`config.mk`:
```
export PLATFORM = sky130hd
export DESIGN_NAME = player_move_ctrl_flat
export DESIGN_NICKNAME = d
export VERILOG_FILES = /design/src/rtl/player_move_ctrl_if.sv /design/src/rtl/player_move_ctrl.sv /design/src/flat_wrapper.sv
export SDC_FILE = /design/constraint.sdc
export NUM_CORES = 1
export LEC_CHECK = 0
export CELL_PAD_IN_SITES_DETAIL_PLACEMENT = 0
export CELL_PAD_IN_SITES_GLOBAL_PLACEMENT = 1
export CORE_MARGIN = 5
export CORE_UTILIZATION = 47
export CTS_CLUSTER_DIAMETER = 200
export DETAILED_ROUTE_END_ITERATION = 10
export GPL_TIMING_DRIVEN = 0
export PLACE_DENSITY_LB_ADDON = 0.1
export SYNTH_ARGS = -nofsm -noshare
export SYNTH_HDL_FRONTEND = slang
export SYNTH_SLANG_ARGS = --single-unit
export TNS_END_PERCENT = 10
```
`constraint.sdc`:
```
create_clock -name i_clk -period 15.9 [get_ports i_clk]
set_input_delay 3.975 -clock i_clk [delete_from_list [all_inputs] [get_ports i_clk]]
set_output_delay 3.975 -clock i_clk [all_outputs]
set_load 0.03 [all_outputs]
```
`src/rtl/player_move_ctrl_if.sv`:
```
// Bus between the movement controller, its tile-type ROM and its consumers.
interface player_move_ctrl_if;
  logic       i_frame_tick;
  logic [7:0] i_keycode;
  logic [3:0] i_tile_type;
  logic [6:0] o_tile_index;
  logic [3:0] o_player_col;
  logic [2:0] o_player_row;
  logic [1:0] o_facing;
  logic [6:0] o_facing_index;
  logic       o_facing_valid;
  logic       o_busy;

  // Environment side: frame tick, keyboard and ROM data in; status out.
  modport master (
    output i_frame_tick, i_keycode, i_tile_type,
    input  o_tile_index, o_player_col, o_player_row, o_facing,
           o_facing_index, o_facing_valid, o_busy
  );

  // Controller side.
  modport slave (
    input  i_frame_tick, i_keycode, i_tile_type,
    output o_tile_index, o_player_col, o_player_row, o_facing,
           o_facing_index, o_facing_valid, o_busy
  );
endinterface

```
`src/rtl/player_move_ctrl.sv`:
```
// Grid player movement: on a frame tick, look the target tile up in the
// tile-type ROM and commit the step only onto Floor tiles.
module player_move_ctrl #(
  parameter int unsigned COLS        = 15,
  parameter int unsigned ROWS        = 8,
  parameter int unsigned START_COL   = 7,
  parameter int unsigned START_ROW   = 2,
  parameter int unsigned MOVE_PERIOD = 8
) (
  input  logic               i_clk,
  input  logic               i_reset,
  player_move_ctrl_if.slave  io_bus
);

  localparam int unsigned COL_W = 4;
  localparam int unsigned ROW_W = 3;
  localparam int unsigned IDX_W = 7;
  localparam int unsigned CNT_W = (MOVE_PERIOD > 1) ? $clog2(MOVE_PERIOD) : 1;

  localparam logic [IDX_W-1:0] IDX_OFF    = IDX_W'(127);
  localparam logic [3:0]       TYPE_FLOOR = 4'd7;

  localparam logic [1:0] DIR_UP    = 2'd0;
  localparam logic [1:0] DIR_DOWN  = 2'd1;
  localparam logic [1:0] DIR_LEFT  = 2'd2;
  localparam logic [1:0] DIR_RIGHT = 2'd3;

  typedef enum logic [1:0] {S_IDLE, S_LOOKUP, S_CHECK} state_t;

  typedef struct packed {
    logic             ok;
    logic [ROW_W-1:0] row;
    logic [COL_W-1:0] col;
  } nbr_t;

  // Linear tile index, row-major.
  function automatic logic [IDX_W-1:0] tile_idx(input logic [COL_W-1:0] col,
                                                input logic [ROW_W-1:0] row);
    return IDX_W'(IDX_W'(row) * IDX_W'(COLS)) + IDX_W'(col);
  endfunction

  // Adjacent tile in a direction, flagged off-grid at the map edges.
  function automatic nbr_t nbr_of(input logic [COL_W-1:0] col,
                                  input logic [ROW_W-1:0] row,
                                  input logic [1:0]       dir);
    nbr_t n;
    n.ok  = 1'b1;
    n.col = col;
    n.row = row;
    case (dir)
      DIR_UP: begin
        n.ok  = (row != '0);
        n.row = row - ROW_W'(1);
      end
      DIR_DOWN: begin
        n.ok  = (32'(row) < ROWS - 1);
        n.row = row + ROW_W'(1);
      end
      DIR_LEFT: begin
        n.ok  = (col != '0);
        n.col = col - COL_W'(1);
      end
      default: begin
        n.ok  = (32'(col) < COLS - 1);
        n.col = col + COL_W'(1);
      end
    endcase
    return n;
  endfunction

  function automatic logic [IDX_W-1:0] face_idx(input nbr_t n);
    return n.ok ? tile_idx(n.col, n.row) : IDX_OFF;
  endfunction

  state_t           r_state;
  logic [CNT_W-1:0] r_cnt;
  logic [COL_W-1:0] r_col;
  logic [ROW_W-1:0] r_row;
  logic [1:0]       r_facing;
  logic [COL_W-1:0] r_tgt_col;
  logic [ROW_W-1:0] r_tgt_row;
  logic [3:0]       r_type;
  logic [IDX_W-1:0] r_tile_index;
  logic [IDX_W-1:0] r_facing_index;
  logic             r_facing_valid;
  logic             r_busy;

  logic             w_key_valid;
  logic [1:0]       w_key_dir;
  nbr_t             w_tgt;
  nbr_t             w_start_face;
  logic [COL_W-1:0] w_res_col;
  logic [ROW_W-1:0] w_res_row;
  nbr_t             w_res_face;

  // Decode the HID keycode into a direction.
  always_comb begin
    w_key_valid = 1'b1;
    w_key_dir   = DIR_UP;
    case (io_bus.i_keycode)
      8'h1A:   w_key_dir = DIR_UP;
      8'h16:   w_key_dir = DIR_DOWN;
      8'h04:   w_key_dir = DIR_LEFT;
      8'h07:   w_key_dir = DIR_RIGHT;
      default: w_key_valid = 1'b0;
    endcase
  end

  assign w_tgt        = nbr_of(r_col, r_row, w_key_dir);
  assign w_start_face = nbr_of(COL_W'(START_COL), ROW_W'(START_ROW), DIR_DOWN);

  // Position after the CHECK decision: step only onto Floor.
  assign w_res_col  = (r_type == TYPE_FLOOR) ? r_tgt_col : r_col;
  assign w_res_row  = (r_type == TYPE_FLOOR) ? r_tgt_row : r_row;
  assign w_res_face = nbr_of(w_res_col, w_res_row, r_facing);

  // Movement FSM with repeat counter; all outputs held in registers.
  always_ff @(posedge i_clk) begin
    if (i_reset) begin
      r_state        <= S_IDLE;
      r_cnt          <= '0;
      r_col          <= COL_W'(START_COL);
      r_row          <= ROW_W'(START_ROW);
      r_facing       <= DIR_DOWN;
      r_tgt_col      <= COL_W'(START_COL);
      r_tgt_row      <= ROW_W'(START_ROW);
      r_type         <= '0;
      r_tile_index   <= tile_idx(COL_W'(START_COL), ROW_W'(START_ROW));
      r_facing_index <= face_idx(w_start_face);
      r_facing_valid <= w_start_face.ok;
      r_busy         <= 1'b0;
    end else begin
      case (r_state)
        S_IDLE: begin
          if (io_bus.i_frame_tick) begin
            if (!w_key_valid) begin
              r_cnt <= '0;
            end else if (r_cnt != '0) begin
              r_cnt <= r_cnt - CNT_W'(1);
            end else begin
              r_cnt     <= CNT_W'(MOVE_PERIOD - 1);
              r_facing  <= w_key_dir;
              r_tgt_col <= w_tgt.col;
              r_tgt_row <= w_tgt.row;
              if (w_tgt.ok) begin
                r_tile_index <= tile_idx(w_tgt.col, w_tgt.row);
                r_busy       <= 1'b1;
                r_state      <= S_LOOKUP;
              end else begin
                // Walking off the map: turn in place, nothing in front.
                r_facing_index <= IDX_OFF;
                r_facing_valid <= 1'b0;
              end
            end
          end
        end
        S_LOOKUP: begin
          r_type  <= io_bus.i_tile_type;
          r_state <= S_CHECK;
        end
        S_CHECK: begin
          r_col          <= w_res_col;
          r_row          <= w_res_row;
          r_facing_index <= face_idx(w_res_face);
          r_facing_valid <= w_res_face.ok;
          r_tile_index   <= tile_idx(w_res_col, w_res_row);
          r_busy         <= 1'b0;
          r_state        <= S_IDLE;
        end
        default: begin
          r_state <= S_IDLE;
          r_busy  <= 1'b0;
        end
      endcase
    end
  end

  assign io_bus.o_tile_index   = r_tile_index;
  assign io_bus.o_player_col   = r_col;
  assign io_bus.o_player_row   = r_row;
  assign io_bus.o_facing       = r_facing;
  assign io_bus.o_facing_index = r_facing_index;
  assign io_bus.o_facing_valid = r_facing_valid;
  assign io_bus.o_busy         = r_busy;

endmodule

```
`src/flat_wrapper.sv`:
```
// flat-port wrapper written by rule: the top's interface ports become plain ports
module player_move_ctrl_flat 
#(
  parameter int unsigned COLS        = 15,
  parameter int unsigned ROWS        = 8,
  parameter int unsigned START_COL   = 7,
  parameter int unsigned START_ROW   = 2,
  parameter int unsigned MOVE_PERIOD = 8
)
  (i_clk, i_reset, io_bus_i_frame_tick, io_bus_i_keycode, io_bus_i_tile_type, io_bus_o_tile_index, io_bus_o_player_col, io_bus_o_player_row, io_bus_o_facing, io_bus_o_facing_index, io_bus_o_facing_valid, io_bus_o_busy);
  player_move_ctrl_if io_bus_i ();
  input  logic i_clk;
  input  logic i_reset;
  input wire logic [$bits(io_bus_i.i_frame_tick)-1:0] io_bus_i_frame_tick;
  input wire logic [$bits(io_bus_i.i_keycode)-1:0] io_bus_i_keycode;
  input wire logic [$bits(io_bus_i.i_tile_type)-1:0] io_bus_i_tile_type;
  output wire logic [$bits(io_bus_i.o_tile_index)-1:0] io_bus_o_tile_index;
  output wire logic [$bits(io_bus_i.o_player_col)-1:0] io_bus_o_player_col;
  output wire logic [$bits(io_bus_i.o_player_row)-1:0] io_bus_o_player_row;
  output wire logic [$bits(io_bus_i.o_facing)-1:0] io_bus_o_facing;
  output wire logic [$bits(io_bus_i.o_facing_index)-1:0] io_bus_o_facing_index;
  output wire logic [$bits(io_bus_i.o_facing_valid)-1:0] io_bus_o_facing_valid;
  output wire logic [$bits(io_bus_i.o_busy)-1:0] io_bus_o_busy;
  assign io_bus_i.i_frame_tick = io_bus_i_frame_tick;
  assign io_bus_i.i_keycode = io_bus_i_keycode;
  assign io_bus_i.i_tile_type = io_bus_i_tile_type;
  assign io_bus_o_tile_index = io_bus_i.o_tile_index;
  assign io_bus_o_player_col = io_bus_i.o_player_col;
  assign io_bus_o_player_row = io_bus_i.o_player_row;
  assign io_bus_o_facing = io_bus_i.o_facing;
  assign io_bus_o_facing_index = io_bus_i.o_facing_index;
  assign io_bus_o_facing_valid = io_bus_i.o_facing_valid;
  assign io_bus_o_busy = io_bus_i.o_busy;
  player_move_ctrl #(.COLS(COLS), .ROWS(ROWS), .START_COL(START_COL), .START_ROW(START_ROW), .MOVE_PERIOD(MOVE_PERIOD)) u_core (.i_clk(i_clk), .i_reset(i_reset), .io_bus(io_bus_i));
endmodule
```
Yosys cells after proc, flatten, opt, wreduce, memory -nomap -nowiden
Cells that the tools add are included.
Storage, ports and cells
  register bits after elaboration: 41
  input port bits: 15
  output and inout port bits: 25
  word-level logic and storage cells: 105
Cells by class
  add/subtract/negate cells: 12
  multiply operators: 3
  order comparisons: 4
  equal/unequal tests: 16
  mux-type cells: 38
  bitwise logic cells: 2
  reductions and logical operators: 18
Operator list (count)
  2-to-1 mux 7 bit: 9
  case mux 7 bit (2 select lines): 2
  adder 7 x 4 -> 7 bit: 3
  multiplier 3 x 4 -> 7 bit (second input constant): 3
  equality test 8 x 3 -> 1 bit (second input constant): 2
  equality test 8 x 5 -> 1 bit (second input constant): 2
  case mux 4 bit (2 select lines): 2
  AND reduction 5 bit: 3
  case mux 3 bit (2 select lines): 2
  2-to-1 mux 1 bit: 9
  2-to-1 mux 3 bit: 3
  nonzero test 3 bit: 3
  subtractor 3 x 1 -> 3 bit (second input constant): 3
  adder 4 x 1 -> 4 bit (second input constant): 2
  < comparator 4 bit (second input constant): 2
  2-to-1 mux 2 bit: 4
  AND reduction 4 bit: 2
  nonzero test 4 bit: 2
  subtractor 4 x 1 -> 4 bit (second input constant): 2
  adder 3 x 1 -> 3 bit (second input constant): 2
  equality test 2 x 1 -> 1 bit (second input constant): 3
  equality test 2 bit (second input constant): 3
  zero test 2 bit: 3
  < comparator 3 bit (second input constant): 2
  other kinds (13): 20

Longest topological paths before layout
  depth after elaboration: 11
  gate-level depth with buffers: 22
  mapped depth without buffers: 21

Worst setup path before layout
No wires, ideal clock.
  path type: in2reg
  start: input io_bus_i_keycode[1]
  end: register u_core.r_tile_index[6] (netlist: u_core.io_bus.o_tile_index[6])
  library setup time: 86 ps
  arrival: 8307 ps
  required time: 15814 ps
  slack: 7507 ps
  stages on the path: 19
  path buffers: 1
  path through: buf_4 -> nor4b_2 -> and3_1 -> fa_1 -> inv_1 -> a41oi_1 -> or4_1 -> and2_4 -> ha_1 -> inv_1 -> ha_1 -> fa_1 -> ha_1 -> a211oi_1 -> o21bai_1 -> a21o_1 -> and2_1 -> a211o_1 -> a221oi_2
RTL lines
  start: declaration: line flat_wrapper.sv:15  | input wire logic [$bits(io_bus_i.i_keycode)-1:0] io_bus_i_keycode;
  end signal: assignment: line player_move_ctrl.sv:128  | r_tile_index <= tile_idx(COL_W'(START_COL), ROW_W'(START_ROW));
  end signal: assignment: line player_move_ctrl.sv:146  | r_tile_index <= tile_idx(w_tgt.col, w_tgt.row);
  end signal: assignment: line player_move_ctrl.sv:166  | r_tile_index <= tile_idx(w_res_col, w_res_row);
  end: declaration: line player_move_ctrl.sv:83  | logic [IDX_W-1:0] r_tile_index;

==> results summary <==
The run finished with clean final reports. The final net count came out at ~500. The worst setup skew after layout came out at between 0.008 and 0.009 ns.

The smallest clock period supported by the final layout is computed as about 8.8 ns. The net count after synthesis is roughly 470. The share of power burned in combinational logic is 0.133. The transition time of the tightest slew-check pin came out at about 1 ns. The worst relative slew slack came out at 0.319. At the end of routability-driven placement, the weighted congestion stood at between 0.8 and 0.9.

The initial antenna violation count came out at 0. The effective utilization at floorplan came out at 0.486. The post-synthesis async set-or-reset flop share came out at 0. Setup total negative slack on the finished layout was measured at 0 ns. Clock-pin slew was measured on the worst setup and hold paths at ~0.09 ns. Walking the worst path, the cells encountered are clkdlybuf4s50_1 > buf_4 > nor4b_2 > and3_1 > fa_1 > nor4bb_1 > and3_1 > or4_1 > and2_4 > ha_1 > inv_1 > ha_1 > fa_1 > ha_1 > a211oi_1 > o21bai_1 > a21o_1 > and2_1 > a211o_1 > a221oi_2.

The total number of yosys warnings came out at 0. The synthesis-to-layout area growth is 17.8%. The final-report setup violation count came out at 0. The core region is roughly 0.0073 mm^2. The delay of the slowest critical-path stage is 0.51 ns. The worst endpoint required time is 16.12 ns.

The portion of total power attributed to the clock network came out at 0.429. The sequential-to-total area share from yosys stat is 0.232. The met2 routed wirelength is 3890 um.

After layout, the design draws a total of ~240 uW. The data arrival time at the worst-slack endpoint is between 9 and 10 ns. The number of fillers in the final layout came out at ~730. In this design, the critical path's most frequently occurring cell is sky130_fd_sc_hd__ha_1. The peak ir drop on the vdd network came out at about 0.032 mV. The number of rows created at floorplan came out at 31. After synthesis the netlist holds a flip-flop and latch count of 41. The buffer and inverter count on the worst path is 3. Signal routing reaches up to met4. Registers take 821 um^2. The routed wire length per instance is 15.2 um. The floorplan die width is slightly below 100 um. The power density of the placed cells is 56.7 mW/mm^2. The count of flip-flops with a built-in enable after synthesis is 0. The maximum fanout count along the critical path came out at 10.

The total setup buffers inserted after CTS is 0. The static leakage came out at 1.84 nW. Setup repair after global routing left no endpoint under its margin. The remaining antenna violation count is 0. Summing every instance area after synthesis gives around 0.0035 mm^2.

Clock tree synthesis found a total of between 40 and 50 sinks. On the critical path, the stage with the largest delay is an instance of sky130_fd_sc_hd__fa_1. In this run the worst hold path is classified as flop to flop. Wires add up to 8230 um. The global-route usage over all layers is 0.177. The switching fraction of total power is 0.237. Once detailed placement completed, the half-perimeter wirelength came to 6730 um. The share of total power in sequential cells came out at 0.437. The global route total overflow is 0. The overall via count from detail_route came out at roughly 2900. The die area came out at 0.00938 mm^2.

Leaving out fill and tap cells, the most frequent cell in the layout is sky130_fd_sc_hd__inv_1. The maximum count of clock buffers along a single path came out at 2. The starting DRC count in detailed routing is slightly above 100. The category of cells accounting for the largest share of critical-path delay is adder cells. The cell-internal power is 181 uW. 0 antenna diodes ended up in the layout. The highest attainable clock frequency came out at roughly 110 MHz. The post-route DRC violation count came out at 0. The final max-slew violation count is 0. The number of distinct library cells after synthesis is between 60 and 70.

The H-tree generated during clock tree synthesis spans 2 levels. Dividing the synthesized area by the synthesized cell count gives between 8 and 9 um^2. The number of buffers inserted for hold repair after clock tree synthesis came out at 0. Using the TritonRoute via totals, the vias-per-cell ratio works out to approximately 5.3. For this design the top-level I/O count stands at 40.

The CTS tree is yes. Among all flip-flop cells after synthesis, the most frequent one is sky130_fd_sc_hd__dfxtp_1. The worst setup path is captured at a flop.

The critical path in this run is classified as input pin to flop. The power dissipated by switching net loads is around 56 uW. Gates resized during post-CTS repair numbered 0. The hold violation count in the final report came out at 0. The floorplan step set the die height to roughly 97 um.

The count of TritonRoute iterations in the first routing pass came out at 4. The number of global-route vias before repair came to approximately 2900. The wire length of the first global-routing pass came out at 14000 um. In the finished design, the share of the clock period the worst path needs comes to 0.556.

The share of layout cells above drive strength 1 came out at 0.0905. The worst-skew pair later-pin latency is between 0.2 and 0.3 ns. The max-capacitance violation count is 0. The combined area of the multi-input logic cells is 0.00247 mm^2. TritonCTS created 5 clock buffers. The library cells used most frequently in the layout, excluding fill and tap cells, are sky130_fd_sc_hd__inv_1 (42), sky130_fd_sc_hd__dfxtp_1 (41), sky130_fd_sc_hd__nor2_1 (38), sky130_fd_sc_hd__ha_1 (38), sky130_fd_sc_hd__clkdlybuf4s50_1 (37). The number of buffer cells added on primary ports is 37. The wire length on met1 is about 4000 um.

The maximum number of pins on one net before global-route repair is 15. The cell count after synthesis came out at approximately 400. The met3 wirelength from detailed routing came out at around 300 um. STA classifies the critical path startpoint as an input pin.

CTS placed an instance of sky130_fd_sc_hd__clkbuf_8 at the clock tree root.
==> final timing paths <==
path                            startpoint                       endpoint  slack [ns]  depth (start not counted)
min                        u_core.r_cnt[1]                u_core.r_cnt[1]        0.46                          2
max reg2reg  u_core.io_bus.o_player_row[0]  u_core.io_bus.o_tile_index[6]       10.72                         18
max                    io_bus_i_keycode[1]  u_core.io_bus.o_tile_index[6]        7.06                         20
min reg2reg                u_core.r_cnt[1]                u_core.r_cnt[1]        0.46                          2
==> metrics by stage <==
stage          cells  instance area (um^2)  hold slack, ns  setup WS, ns  utilization
3_3_place_gp     533                  4040           0.440          6.75        0.554
3_5_place_dp     533                  4040           0.448          6.71        0.554
6_report         541                  4180           0.456          7.06        0.573
5_1_grt          541                  4180           0.488          6.75        0.573
2_1_floorplan    397                  3540           0.432          7.51            -
4_1_cts          541                  4180           0.459          7.00        0.573
==> sequential cells by signal, indices dropped and copies added (netlist names), 2 cells and up <==
| signal | count |
|---|---|
| u_core.r_type | 4 |
| u_core.io_bus.o_player_row | 3 |
| u_core.r_tgt_col | 4 |
| u_core.io_bus.o_player_col | 4 |
| u_core.io_bus.o_facing | 2 |
| u_core.r_tgt_row | 3 |
| u_core.r_cnt | 3 |
| u_core.r_state | 2 |
| u_core.io_bus.o_facing_index | 7 |
| u_core.io_bus.o_tile_index | 7 |
==> cells in the mapped netlist, types with 5 or more instances <==
master / instances / area (um^2)
sky130_fd_sc_hd__a21oi_1: 16 / 80.1
sky130_fd_sc_hd__xnor2_1: 19 / 166
sky130_fd_sc_hd__ha_1: 38 / 475
sky130_fd_sc_hd__a22oi_1: 5 / 37.5
sky130_fd_sc_hd__nor3_1: 11 / 55.1
sky130_fd_sc_hd__a21o_1: 7 / 52.6
sky130_fd_sc_hd__inv_1: 42 / 158
sky130_fd_sc_hd__nor2b_1: 11 / 68.8
sky130_fd_sc_hd__a221oi_1: 5 / 43.8
sky130_fd_sc_hd__o21bai_1: 5 / 37.5
sky130_fd_sc_hd__mux2i_1: 15 / 150
sky130_fd_sc_hd__xor2_1: 7 / 61.3
sky130_fd_sc_hd__a211o_1: 9 / 78.8
sky130_fd_sc_hd__fa_1: 16 / 320
sky130_fd_sc_hd__nand3_1: 6 / 30.0
sky130_fd_sc_hd__nand2_1: 18 / 67.6
sky130_fd_sc_hd__a211oi_1: 6 / 45.0
sky130_fd_sc_hd__buf_2: 6 / 30.0
sky130_fd_sc_hd__dfxtp_1: 41 / 821
sky130_fd_sc_hd__clkbuf_1: 10 / 37.5
sky130_fd_sc_hd__o21ai_0: 7 / 35.0
sky130_fd_sc_hd__nor2_1: 38 / 143
sky130_fd_sc_hd__nand2b_1: 5 / 31.3
==> cells by family after synthesis <==
family,count (synthesis),share of synthesized area
AO/OA/AOI/OAI,84,0.178
adder cells (fa/ha/maj),54,0.225
XOR/XNOR,26,0.0643
buffers and inverters,62,0.0710
multiplexers,20,0.0611
flip-flops,41,0.232
AND/OR/NAND/NOR,110,0.169
==> area by class of cell <==
| class | instances | area share |
|---|---|---|
| Tap cell | 99 | 0.0297 |
| Buffer | 18 | 0.0207 |
| Sequential cell | 41 | 0.197 |
| Timing Repair Buffer | 37 | 0.0887 |
| Clock buffer | 5 | 0.0165 |
| Clock inverter | 3 | 0.0165 |
| Inverter | 44 | 0.0396 |
| Multi-Input combinational cell | 294 | 0.592 |
==> worst reg2reg max path, stage by stage, from the launching register on <==
cell and delay, ns:
sky130_fd_sc_hd__dfxtp_1 0.35, sky130_fd_sc_hd__clkbuf_1 0.35, sky130_fd_sc_hd__inv_1 0.18, sky130_fd_sc_hd__fa_1 0.46, sky130_fd_sc_hd__inv_1 0.09, sky130_fd_sc_hd__a41oi_1 0.06, sky130_fd_sc_hd__or4_1 0.56, sky130_fd_sc_hd__and2_4 0.19
sky130_fd_sc_hd__ha_1 0.29, sky130_fd_sc_hd__inv_1 0.07, sky130_fd_sc_hd__ha_1 0.35, sky130_fd_sc_hd__fa_1 0.51, sky130_fd_sc_hd__ha_1 0.32, sky130_fd_sc_hd__a211oi_1 0.28, sky130_fd_sc_hd__o21bai_1 0.13, sky130_fd_sc_hd__a21o_1 0.19
sky130_fd_sc_hd__and2_1 0.15, sky130_fd_sc_hd__a211o_1 0.33, sky130_fd_sc_hd__a221oi_2 0.26
==> routing by layer <==
metal  vias up  global-route usage
met1      1352               0.239
met5         -                   0
met2        53               0.295
met4         0              0.0551
li1       1460                   -
met3         9              0.0230
==> power groups by stage <==
| stage | Combinational (mW) | Sequential [mW] | Clock, mW |
|---|---|---|---|
| final | 0.0315 | 0.104 | 0.102 |
| after global routing | 0.0355 | 0.104 | 0.107 |
| after CTS | 0.0319 | 0.104 | 0.103 |
| after detailed placement | 0.0317 | 0.106 | 0 |
| after global placement | 0.0311 | 0.106 | 0 |
| after floorplan | 0.0218 | 0.106 | 0 |
Note: power is estimated with default switching activity, not from simulation.
